`config.mk`:
```
export PLATFORM = sky130hd
export DESIGN_NAME = lock_rst_seq_flat
export DESIGN_NICKNAME = d
export VERILOG_FILES = /design/src/rtl/lock_rst_seq_if.sv /design/src/rtl/lock_rst_seq.sv /design/src/flat_wrapper.sv
export SDC_FILE = /design/constraint.sdc
export NUM_CORES = 1
export LEC_CHECK = 0
export BUFFER_PORTS_ARGS = -buffer_cell sky130_fd_sc_hd__buf_2
export CORE_UTILIZATION = 55
export CTS_BUF_LIST = sky130_fd_sc_hd__clkbuf_8
export DETAILED_ROUTE_END_ITERATION = 10
export PLACE_DENSITY = 0.77
export SLEW_MARGIN = 20
export SYNTH_ARGS = -nofsm -noshare
export SYNTH_HDL_FRONTEND = slang
export SYNTH_SLANG_ARGS = --single-unit
export TNS_END_PERCENT = 100
```
`constraint.sdc`:
```
create_clock -name i_clk -period 1.7 [get_ports i_clk]
set_input_delay 0.34 -clock i_clk [delete_from_list [all_inputs] [get_ports i_clk]]
set_output_delay 0.34 -clock i_clk [all_outputs]
set_load 0.02 [all_outputs]
```
`src/rtl/lock_rst_seq_if.sv`:
```
// Lock/reset sequencer signal bundle: lock and restart in, staged resets and status out.
interface lock_rst_seq_if #(
  parameter int NUM_STAGES = 3
);
  logic                  i_locked;
  logic                  i_restart;
  logic [NUM_STAGES-1:0] o_rst;
  logic                  o_ready;
  logic [7:0]            o_loss_count;

  modport master (
    output i_locked,
    output i_restart,
    input  o_rst,
    input  o_ready,
    input  o_loss_count
  );

  modport slave (
    input  i_locked,
    input  i_restart,
    output o_rst,
    output o_ready,
    output o_loss_count
  );
endinterface

```
`src/rtl/lock_rst_seq.sv`:
```
// Qualifies an asynchronous PLL lock, then releases NUM_STAGES resets in index order
// spaced STAGE_GAP cycles apart; lock loss or restart re-asserts all resets at once.
module lock_rst_seq #(
  parameter int SYNC_STAGES   = 2,
  parameter int STABLE_CYCLES = 16,
  parameter int NUM_STAGES    = 3,
  parameter int STAGE_GAP     = 4
) (
  input  logic          i_clk,
  input  logic          i_rst,
  lock_rst_seq_if.slave bus
);

  localparam int QW = $clog2(STABLE_CYCLES);
  localparam int GW = $clog2(STAGE_GAP + 1);
  localparam logic [QW-1:0]         QUAL_LAST = QW'(STABLE_CYCLES - 1);
  localparam logic [GW-1:0]         GAP_LAST  = GW'(STAGE_GAP - 1);
  localparam logic [NUM_STAGES-1:0] ALL_RST   = '1;
  localparam logic [NUM_STAGES-1:0] FIRST_RST = ALL_RST << 1;

  typedef enum logic [1:0] {
    ST_WAIT    = 2'd0,
    ST_STABLE  = 2'd1,
    ST_RELEASE = 2'd2,
    ST_RUN     = 2'd3
  } state_t;

  state_t                  r_state;
  logic [SYNC_STAGES-1:0]  r_sync;
  logic [QW-1:0]           r_qual;
  logic [GW-1:0]           r_gap;
  logic [NUM_STAGES-1:0]   r_rst;
  logic                    r_ready;
  logic [7:0]              r_loss_count;

  logic                    w_locked_s;
  logic [NUM_STAGES-1:0]   w_rst_shift;

  assign w_locked_s  = r_sync[SYNC_STAGES-1];
  // Resets only ever fall from bit 0 upward, so the next release pattern is a left shift.
  assign w_rst_shift = r_rst << 1;

  always_ff @(posedge i_clk) begin
    if (i_rst) begin
      r_state      <= ST_WAIT;
      r_sync       <= '0;
      r_qual       <= '0;
      r_gap        <= '0;
      r_rst        <= ALL_RST;
      r_ready      <= 1'b0;
      r_loss_count <= 8'd0;
    end else begin
      r_sync <= {r_sync[SYNC_STAGES-2:0], bus.i_locked};
      case (r_state)
        ST_WAIT: begin
          r_rst   <= ALL_RST;
          r_ready <= 1'b0;
          if (w_locked_s) begin
            r_state <= ST_STABLE;
            r_qual  <= '0;
          end
        end
        ST_STABLE: begin
          if (!w_locked_s || bus.i_restart) begin
            r_state <= ST_WAIT;
          end else if (r_qual == QUAL_LAST) begin
            r_rst <= FIRST_RST;
            r_gap <= '0;
            if (FIRST_RST == '0) begin
              r_ready <= 1'b1;
              r_state <= ST_RUN;
            end else begin
              r_state <= ST_RELEASE;
            end
          end else begin
            r_qual <= r_qual + 1'b1;
          end
        end
        ST_RELEASE, ST_RUN: begin
          if (!w_locked_s) begin
            r_rst   <= ALL_RST;
            r_ready <= 1'b0;
            r_state <= ST_WAIT;
            if (r_loss_count != 8'hFF) begin
              r_loss_count <= r_loss_count + 8'd1;
            end
          end else if (bus.i_restart) begin
            r_rst   <= ALL_RST;
            r_ready <= 1'b0;
            r_state <= ST_WAIT;
          end else if (r_state == ST_RELEASE) begin
            if (r_gap == GAP_LAST) begin
              r_gap <= '0;
              r_rst <= w_rst_shift;
              if (w_rst_shift == '0) begin
                r_ready <= 1'b1;
                r_state <= ST_RUN;
              end
            end else begin
              r_gap <= r_gap + 1'b1;
            end
          end
        end
        default: r_state <= ST_WAIT;
      endcase
    end
  end

  assign bus.o_rst        = r_rst;
  assign bus.o_ready      = r_ready;
  assign bus.o_loss_count = r_loss_count;

endmodule

```
`src/flat_wrapper.sv`:
```
// flat-port wrapper written by rule: the top's interface ports become plain ports
module lock_rst_seq_flat 
#(
  parameter int SYNC_STAGES   = 2,
  parameter int STABLE_CYCLES = 16,
  parameter int NUM_STAGES    = 3,
  parameter int STAGE_GAP     = 4
)
  (i_clk, i_rst, bus_i_locked, bus_i_restart, bus_o_rst, bus_o_ready, bus_o_loss_count);
  lock_rst_seq_if #(.NUM_STAGES(NUM_STAGES)) bus_i ();
  input  logic i_clk;
  input  logic i_rst;
  input wire logic [$bits(bus_i.i_locked)-1:0] bus_i_locked;
  input wire logic [$bits(bus_i.i_restart)-1:0] bus_i_restart;
  output wire logic [$bits(bus_i.o_rst)-1:0] bus_o_rst;
  output wire logic [$bits(bus_i.o_ready)-1:0] bus_o_ready;
  output wire logic [$bits(bus_i.o_loss_count)-1:0] bus_o_loss_count;
  assign bus_i.i_locked = bus_i_locked;
  assign bus_i.i_restart = bus_i_restart;
  assign bus_o_rst = bus_i.o_rst;
  assign bus_o_ready = bus_i.o_ready;
  assign bus_o_loss_count = bus_i.o_loss_count;
  lock_rst_seq #(.SYNC_STAGES(SYNC_STAGES), .STABLE_CYCLES(STABLE_CYCLES), .NUM_STAGES(NUM_STAGES), .STAGE_GAP(STAGE_GAP)) u_core (.i_clk(i_clk), .i_rst(i_rst), .bus(bus_i));
endmodule
```
==> results of run 1 <==
[logic make-up (layout without fill, tap and decap cells)]
family | after synthesis | after routing | share of synthesized area
buffers and inverters | 10 | 28 | 0.04088
DFF | 23 | 23 | 0.4066
adders and majority gates | 3 | 3 | 0.03315
AOI/OAI and AO/OA | 31 | 31 | 0.1945
muxes | 1 | 1 | 0.008840
and+or+nand+nor | 60 | 60 | 0.3006
xor gates and xnor gates | 2 | 2 | 0.01547
[report_power, final]
group	internal [mW]	total, mW	leakage (nW)	switching [mW]
registers	0.542	0.546	0.186	0.00403
logic	0.0124	0.0348	0.276	0.0224
clock network	0.164	0.343	0.0255	0.179
[layout make-up]
class	instances	share of cell area
Multi-Input combinational cell	97	0.4904
Sequential cell	23	0.3532
Timing Repair Buffer	19	0.08061
Clock buffer	3	0.03167
Tap cell	27	0.02591
Inverter	5	0.01440
Clock inverter	1	0.003839
[stage by stage]
stage / std cells / hold WS (ns) / utilization
floorplan: 130 / 0.4138 / -
global placement: 171 / 0.4172 / 0.6405
CTS: 175 / 0.2923 / 0.6643
detailed placement: 171 / 0.4464 / 0.6405
global route: 175 / 0.2909 / 0.6714
finish: 175 / 0.2908 / 0.6714
[layer usage]
layer	vias to the layer above	share of wire	global-route usage
li1	520	-	-
met1	459	0.49	0.3163
met2	23	0.46	0.3342
met3	4	0.039	0.04615
met4	0	0.0076	0.06857
met5	-	0	0
[state kept, by name, indices dropped and copies added, names as in the netlist]
register and cells:
u_core.r_sync 2, u_core.bus.o_ready 1, u_core.bus.o_rst 3, u_core.r_gap 3, u_core.r_state 2, u_core.r_qual 4, u_core.bus.o_loss_count 8
[worst register-to-register path, cell delays in order, from the launching register on]
cell and delay (ns):
sky130_fd_sc_hd__dfxtp_1 0.36, sky130_fd_sc_hd__ha_1 0.17, sky130_fd_sc_hd__nand2b_1 0.13, sky130_fd_sc_hd__nor4_1 0.32, sky130_fd_sc_hd__o21bai_1 0.12, sky130_fd_sc_hd__a2111oi_2 0.34
[layout by cell type (no fill, tap or decap), types with 2 or more instances in the layout]
cell type                  count
sky130_fd_sc_hd__inv_1         5
sky130_fd_sc_hd__buf_4         4
sky130_fd_sc_hd__nand2b_1      4
sky130_fd_sc_hd__nand3b_1      2
sky130_fd_sc_hd__or3_1         2
sky130_fd_sc_hd__a31o_1        2
sky130_fd_sc_hd__nand4_1       3
sky130_fd_sc_hd__o21ai_0       5
sky130_fd_sc_hd__clkbuf_8      3
sky130_fd_sc_hd__ha_1          2
sky130_fd_sc_hd__xor2_1        2
sky130_fd_sc_hd__buf_2        15
sky130_fd_sc_hd__a31oi_1       2
sky130_fd_sc_hd__nor2_1        9
sky130_fd_sc_hd__nand3_1       6
sky130_fd_sc_hd__nor2b_1       5
sky130_fd_sc_hd__dfxtp_1      23
sky130_fd_sc_hd__nand2_1       8
sky130_fd_sc_hd__nor3_1        4
sky130_fd_sc_hd__nor4_1        6
sky130_fd_sc_hd__nor3b_1       2
sky130_fd_sc_hd__a21oi_1       8
[final timing paths]
kind / end / slack (ns) / depth (start not counted)
min: u_core.r_sync[0] / 0.29 / 2
max reg2reg: u_core.r_state[0] / 0.16 / 5
min reg2reg: u_core.r_sync[1] / 0.45 / 1
max: u_core.r_state[0] / 0.16 / 5
[timing repair]
item / 4_1_cts / 5_1_grt
resized for setup: 0 / 3
endpoints found under the setup margin: 0 / 2
hold endpoints to repair: 0 / 0
==> out/metrics.cfg, run 1 <==
[worst_setup_path]
crit_family = compound AO/OA/AOI/OAI gates
start_kind = register
worstPathMaxFanout = 5
required_time_at_the_worst_slack_endpoint_ns = 1.87
path_class = reg2reg
cp_slowest_cell = sky130_fd_sc_hd__dfxtp_1
critical_path.endpoint_type = register
setup.worst_path.start = u_core.r_gap[0]
cp_num_buf_inv = 0
crit_path_cell_trace = ha_1, nand2b_1, nor4_1, o21bai_1, a2111oi_2
arrival_ns = 1.71
slowest_stage_delay_cp_ns = 0.36
worst_r2r_startpoint = u_core.r_gap[0]

[clock_tree]
cts_setup_buffers = 0
clock_insertion_delay_worst_skew_ns = 0.27
cts_h_tree_depth = 1
cts.hold.buffers_added = 0
ctsLongestPathBuffers = 2
clock-sinks = 23
cts_inserted_buffers = 3
cts_tree = built
cts.root.buffer_cell = sky130_fd_sc_hd__clkbuf_8
register_clock_pin_slew_on_the_reported_worst_setup_and_hold_paths_ns = 0.09

[timing]
setup_repair_after_global_routing_missed_its_margin = no
worst_slack_setup_final_ns = 0.1630
worst_slew_pin_slew_ns = 0.3832
final.min_clock_period_ns = 1.537
final.setup.tns_ns = 0
fmax_ghz = 0.6506
maxSlewViolCount = 0
post-route-period-util = 0.9041
count_of_final_setup_violators = 0
timing_hold_violations_final = 0
slew-limit-headroom = 0.7422
final.setup_skew_ns = 0.007011

[yosys]
mappedNetlistNets = 137
yosysTopAreaCellShare = 0.4066
ys.flop_type = sky130_fd_sc_hd__dfxtp_1
synth_area_mm2 = 0.001132
synth_area_leaders = sky130_fd_sc_hd__dfxtp_1, sky130_fd_sc_hd__a21oi_1, sky130_fd_sc_hd__ha_1, sky130_fd_sc_hd__nor4_1, sky130_fd_sc_hd__nor2_1
count_of_flip_flops_with_a_built_in_enable_after_synthesis = 0
syn-instance-count = 130
synth.avg_cell_area_um2 = 8.710
yosys_warnings = 0
synth.distinct_cells = 44
ys_async_sr_fraction = 0
netlist_top_cells_count = sky130_fd_sc_hd__dfxtp_1, sky130_fd_sc_hd__nor2_1, sky130_fd_sc_hd__a21oi_1, sky130_fd_sc_hd__nand2_1
ys_seq_area_frac = 0.4066
yosysTopAreaCell = sky130_fd_sc_hd__dfxtp_1
synth.most_common_cell = sky130_fd_sc_hd__dfxtp_1
yosys_register_bits = 23

[power]
total_power_mw = 0.9234
power.density_mw_per_mm2 = 708.3
vdd_ir_drop_max_v = 0.0004747
power.leakage_nw = 0.4871

[job]
cap_viol_max_count = 0

[cells_and_area]
area_growth_syn_to_layout_pct = 15.14
final_nets = 156
post_route_cells_drive_above_1_share = 0.2027
postLayoutCellArea_mm2 = 0.001304
area.sequential_um2 = 460.4
fillers = 162
area_of_the_multi_input_gates_um2 = 639.4
diodes = 0

[placed_design]
gp_congestion = 0.7760
placed_area_mm2 = 0.001244
dpl.hpwl_mm = 1.610
pre_cts_slack_ns = 0.1463
port_buffers = 15

[run_status]
status = completed

[global_routing]
initial_antenna_violation_count = 0
grt.total_usage = 0.2220
grt_start_max_net_pins = 19
grt_first_pass_wirelength_mm = 3.512
via_count_of_the_first_global_routing_pass = 809
grt_overflow_total = 0

[detailed_routing]
drt_wl_total_mm = 2.236
detail_route.vias_per_cell = 5.749
total_via_count_after_detailed_routing = 1006
route.detailed.wl_per_inst_um = 12.78
drt_iter0_drc = 12
ant_nets = 0
drt_first_pass_iters = 4
detail_route.drc_violations = 0

[floorplan]
die-width_um = 47.38
placement_rows = 16
initial_core_util = 0.5831
die_h_um = 47.38
top_level_ports = 16
coreArea_mm2 = 0.001942
design.die.area_mm2 = 0.002244

[min_path]
hold_path.startpoint = bus_i_locked
hold_path.class = in2reg

Power figures use the tool's default switching activity.
==> run 2, diff against run 1 <==
--- a/config.mk
+++ b/config.mk
@@ -5,11 +5,12 @@
 export SDC_FILE = /design/constraint.sdc
 export NUM_CORES = 1
 export LEC_CHECK = 0
-export BUFFER_PORTS_ARGS = -buffer_cell sky130_fd_sc_hd__buf_2
+export BUFFER_PORTS_ARGS = -buffer_cell sky130_fd_sc_hd__clkbuf_2
 export CORE_UTILIZATION = 55
 export CTS_BUF_LIST = sky130_fd_sc_hd__clkbuf_8
 export DETAILED_ROUTE_END_ITERATION = 10
-export PLACE_DENSITY = 0.77
+export HOLD_SLACK_MARGIN = 0.03
+export PLACE_DENSITY = 0.81
 export SLEW_MARGIN = 20
 export SYNTH_ARGS = -nofsm -noshare
 export SYNTH_HDL_FRONTEND = slang
==> out/metrics.cfg, run 2 (same netlist as run 1, synthesis figures left out) <==
[run_status]
status = completed

[cells_and_area]
layout.cells.most_common = sky130_fd_sc_hd__dfxtp_1
diodes = 0
largest_reg_flops = 8
post_route_cells_drive_above_1_share = 0.1959
most-common-layout-cells = sky130_fd_sc_hd__dfxtp_1, sky130_fd_sc_hd__clkbuf_2, sky130_fd_sc_hd__nor2_1
final_nets = 156
non_filler_instance_count_after_layout = 175
area_growth_syn_to_layout_pct = 14.70

[power]
comb_power_share = 0.040
power_frac_clock = 0.369
p_switching_mw = 0.2051
vdd_ir_drop_max_v = 0.0005909
total_power_mw = 0.9239
power_report.internal_total_mw = 0.7188
power.share.sequential = 0.591
sw_frac_of_total = 0.2220
power.leakage_nw = 0.4823
power.density_mw_per_mm2 = 711.4

[timing]
fmax_ghz = 0.6482
setup_repair_after_global_routing_missed_its_margin = no
maxSlewViolCount = 0
timing_hold_violations_final = 0
count_of_final_setup_violators = 0
worst_slew_pin_slew_ns = 0.3203
final.setup.tns_ns = 0
post-route-period-util = 0.9074
final.hold.worst_slack_ns = 0.2927
final.setup_skew_ns = 0.004700
final.min_clock_period_ns = 1.543
slew-limit-headroom = 0.7838

[worst_setup_path]
cp_slowest_cell = sky130_fd_sc_hd__dfxtp_1
slowest_stage_delay_cp_ns = 0.41
start_kind = register
arrival_ns = 1.76
path_class = reg2reg
worstPathMaxFanout = 5
critical_path.endpoint_type = register
crit_path_cell_trace = ha_2, and3_1, a31oi_1, buf_4, nor3b_1, a31o_1
required_time_at_the_worst_slack_endpoint_ns = 1.92

[floorplan]
die_h_um = 47.38
coreArea_mm2 = 0.001942
design.die.area_mm2 = 0.002244
top_level_ports = 16
initial_core_util = 0.5831
die-width_um = 47.38
placement_rows = 16

[global_routing]
grt_start_max_net_pins = 14
grt_overflow_total = 0
grt_first_pass_wirelength_mm = 3.739
grt.total_usage = 0.2405
initial_antenna_violation_count = 0
via_count_of_the_first_global_routing_pass = 906

[clock_tree]
cts_tree = built
cts_setup_buffers = 0
ctsLongestPathBuffers = 2
register_clock_pin_slew_on_the_reported_worst_setup_and_hold_paths_ns = 0.08
clock-sinks = 23
cts_h_tree_depth = 1
cts.hold.buffers_added = 0
cts_inserted_buffers = 3
clock_insertion_delay_worst_skew_ns = 0.26
cts.root.buffer_cell = sky130_fd_sc_hd__clkbuf_8

[detailed_routing]
total_via_count_after_detailed_routing = 1072
drt_wl_total_mm = 2.470
detail_route.vias_per_cell = 6.126
route.detailed.wl_per_inst_um = 14.11
drt_iter0_drc = 19
detail_route.drc_violations = 0
drt_first_pass_iters = 4
ant_nets = 0

[placed_design]
dp_cells = 171
dpl.hpwl_mm = 1.814
port_buffers = 15
gp_congestion = 0.7675

[job]
cap_viol_max_count = 0

[min_path]
hold_path.class = in2reg

## run 2: path summary, 6_finish.rpt
path | start | slack [ns] | end | cells after the start
max | u_core.r_qual[0] | 0.16 | u_core.r_gap[1] | 6
min | bus_i_locked | 0.29 | u_core.r_sync[0] | 2
max reg2reg | u_core.r_qual[0] | 0.16 | u_core.r_gap[1] | 6
min reg2reg | u_core.r_sync[0] | 0.46 | u_core.r_sync[1] | 1
## run 2: critical path: cells and delay by family (launching register included)
family          cells  cell delay [ns]
compound gates      2             0.23
fa+ha+maj           1             0.24
buf+inv             1             0.17
flops               1             0.41
simple gates        2             0.44
## run 2: what timing repair did
item                                    4_1_cts  5_1_grt
endpoints found under the setup margin        0        3
hold endpoints to repair                      0        0
gates resized for setup                       0        2
## run 2: power groups by stage
stage	combinational, mW	clock (mW)	sequential, mW
after floorplan	0.0232	0	0.557
after global placement	0.0354	0	0.558
after detailed placement	0.0362	0	0.558
after CTS	0.0368	0.343	0.546
after global routing	0.0414	0.365	0.547
final	0.0369	0.341	0.546
## run 2: layout make-up
class	instances	area (um2)
clock buffers	3	41.29
clock inverters	1	5.005
fillers	181	643.1
inverters	5	18.77
multi-input cells	97	634.4
flip-flops and latches	23	460.4
well taps	27	33.78
repair buffers	19	105.1
## run 2: per-layer routing
metal,vias to the layer above,wire length [um],global-route usage
met2,31,1277,0.4247
li1,526,-,-
met5,-,0,0
met4,0,15,0.1143
met3,4,75,0.03846
met1,511,1101,0.2804
## run 2: per-stage QoR
step	instance area (um2)	util	setup WS, ns
detailed placement	1244	0.6405	0.1138
CTS	1290	0.6643	0.04964
global placement	1244	0.6405	0.1881
global route	1299	0.6688	0.002911
floorplan	1132	-	0.2197
finish	1299	0.6688	0.1574
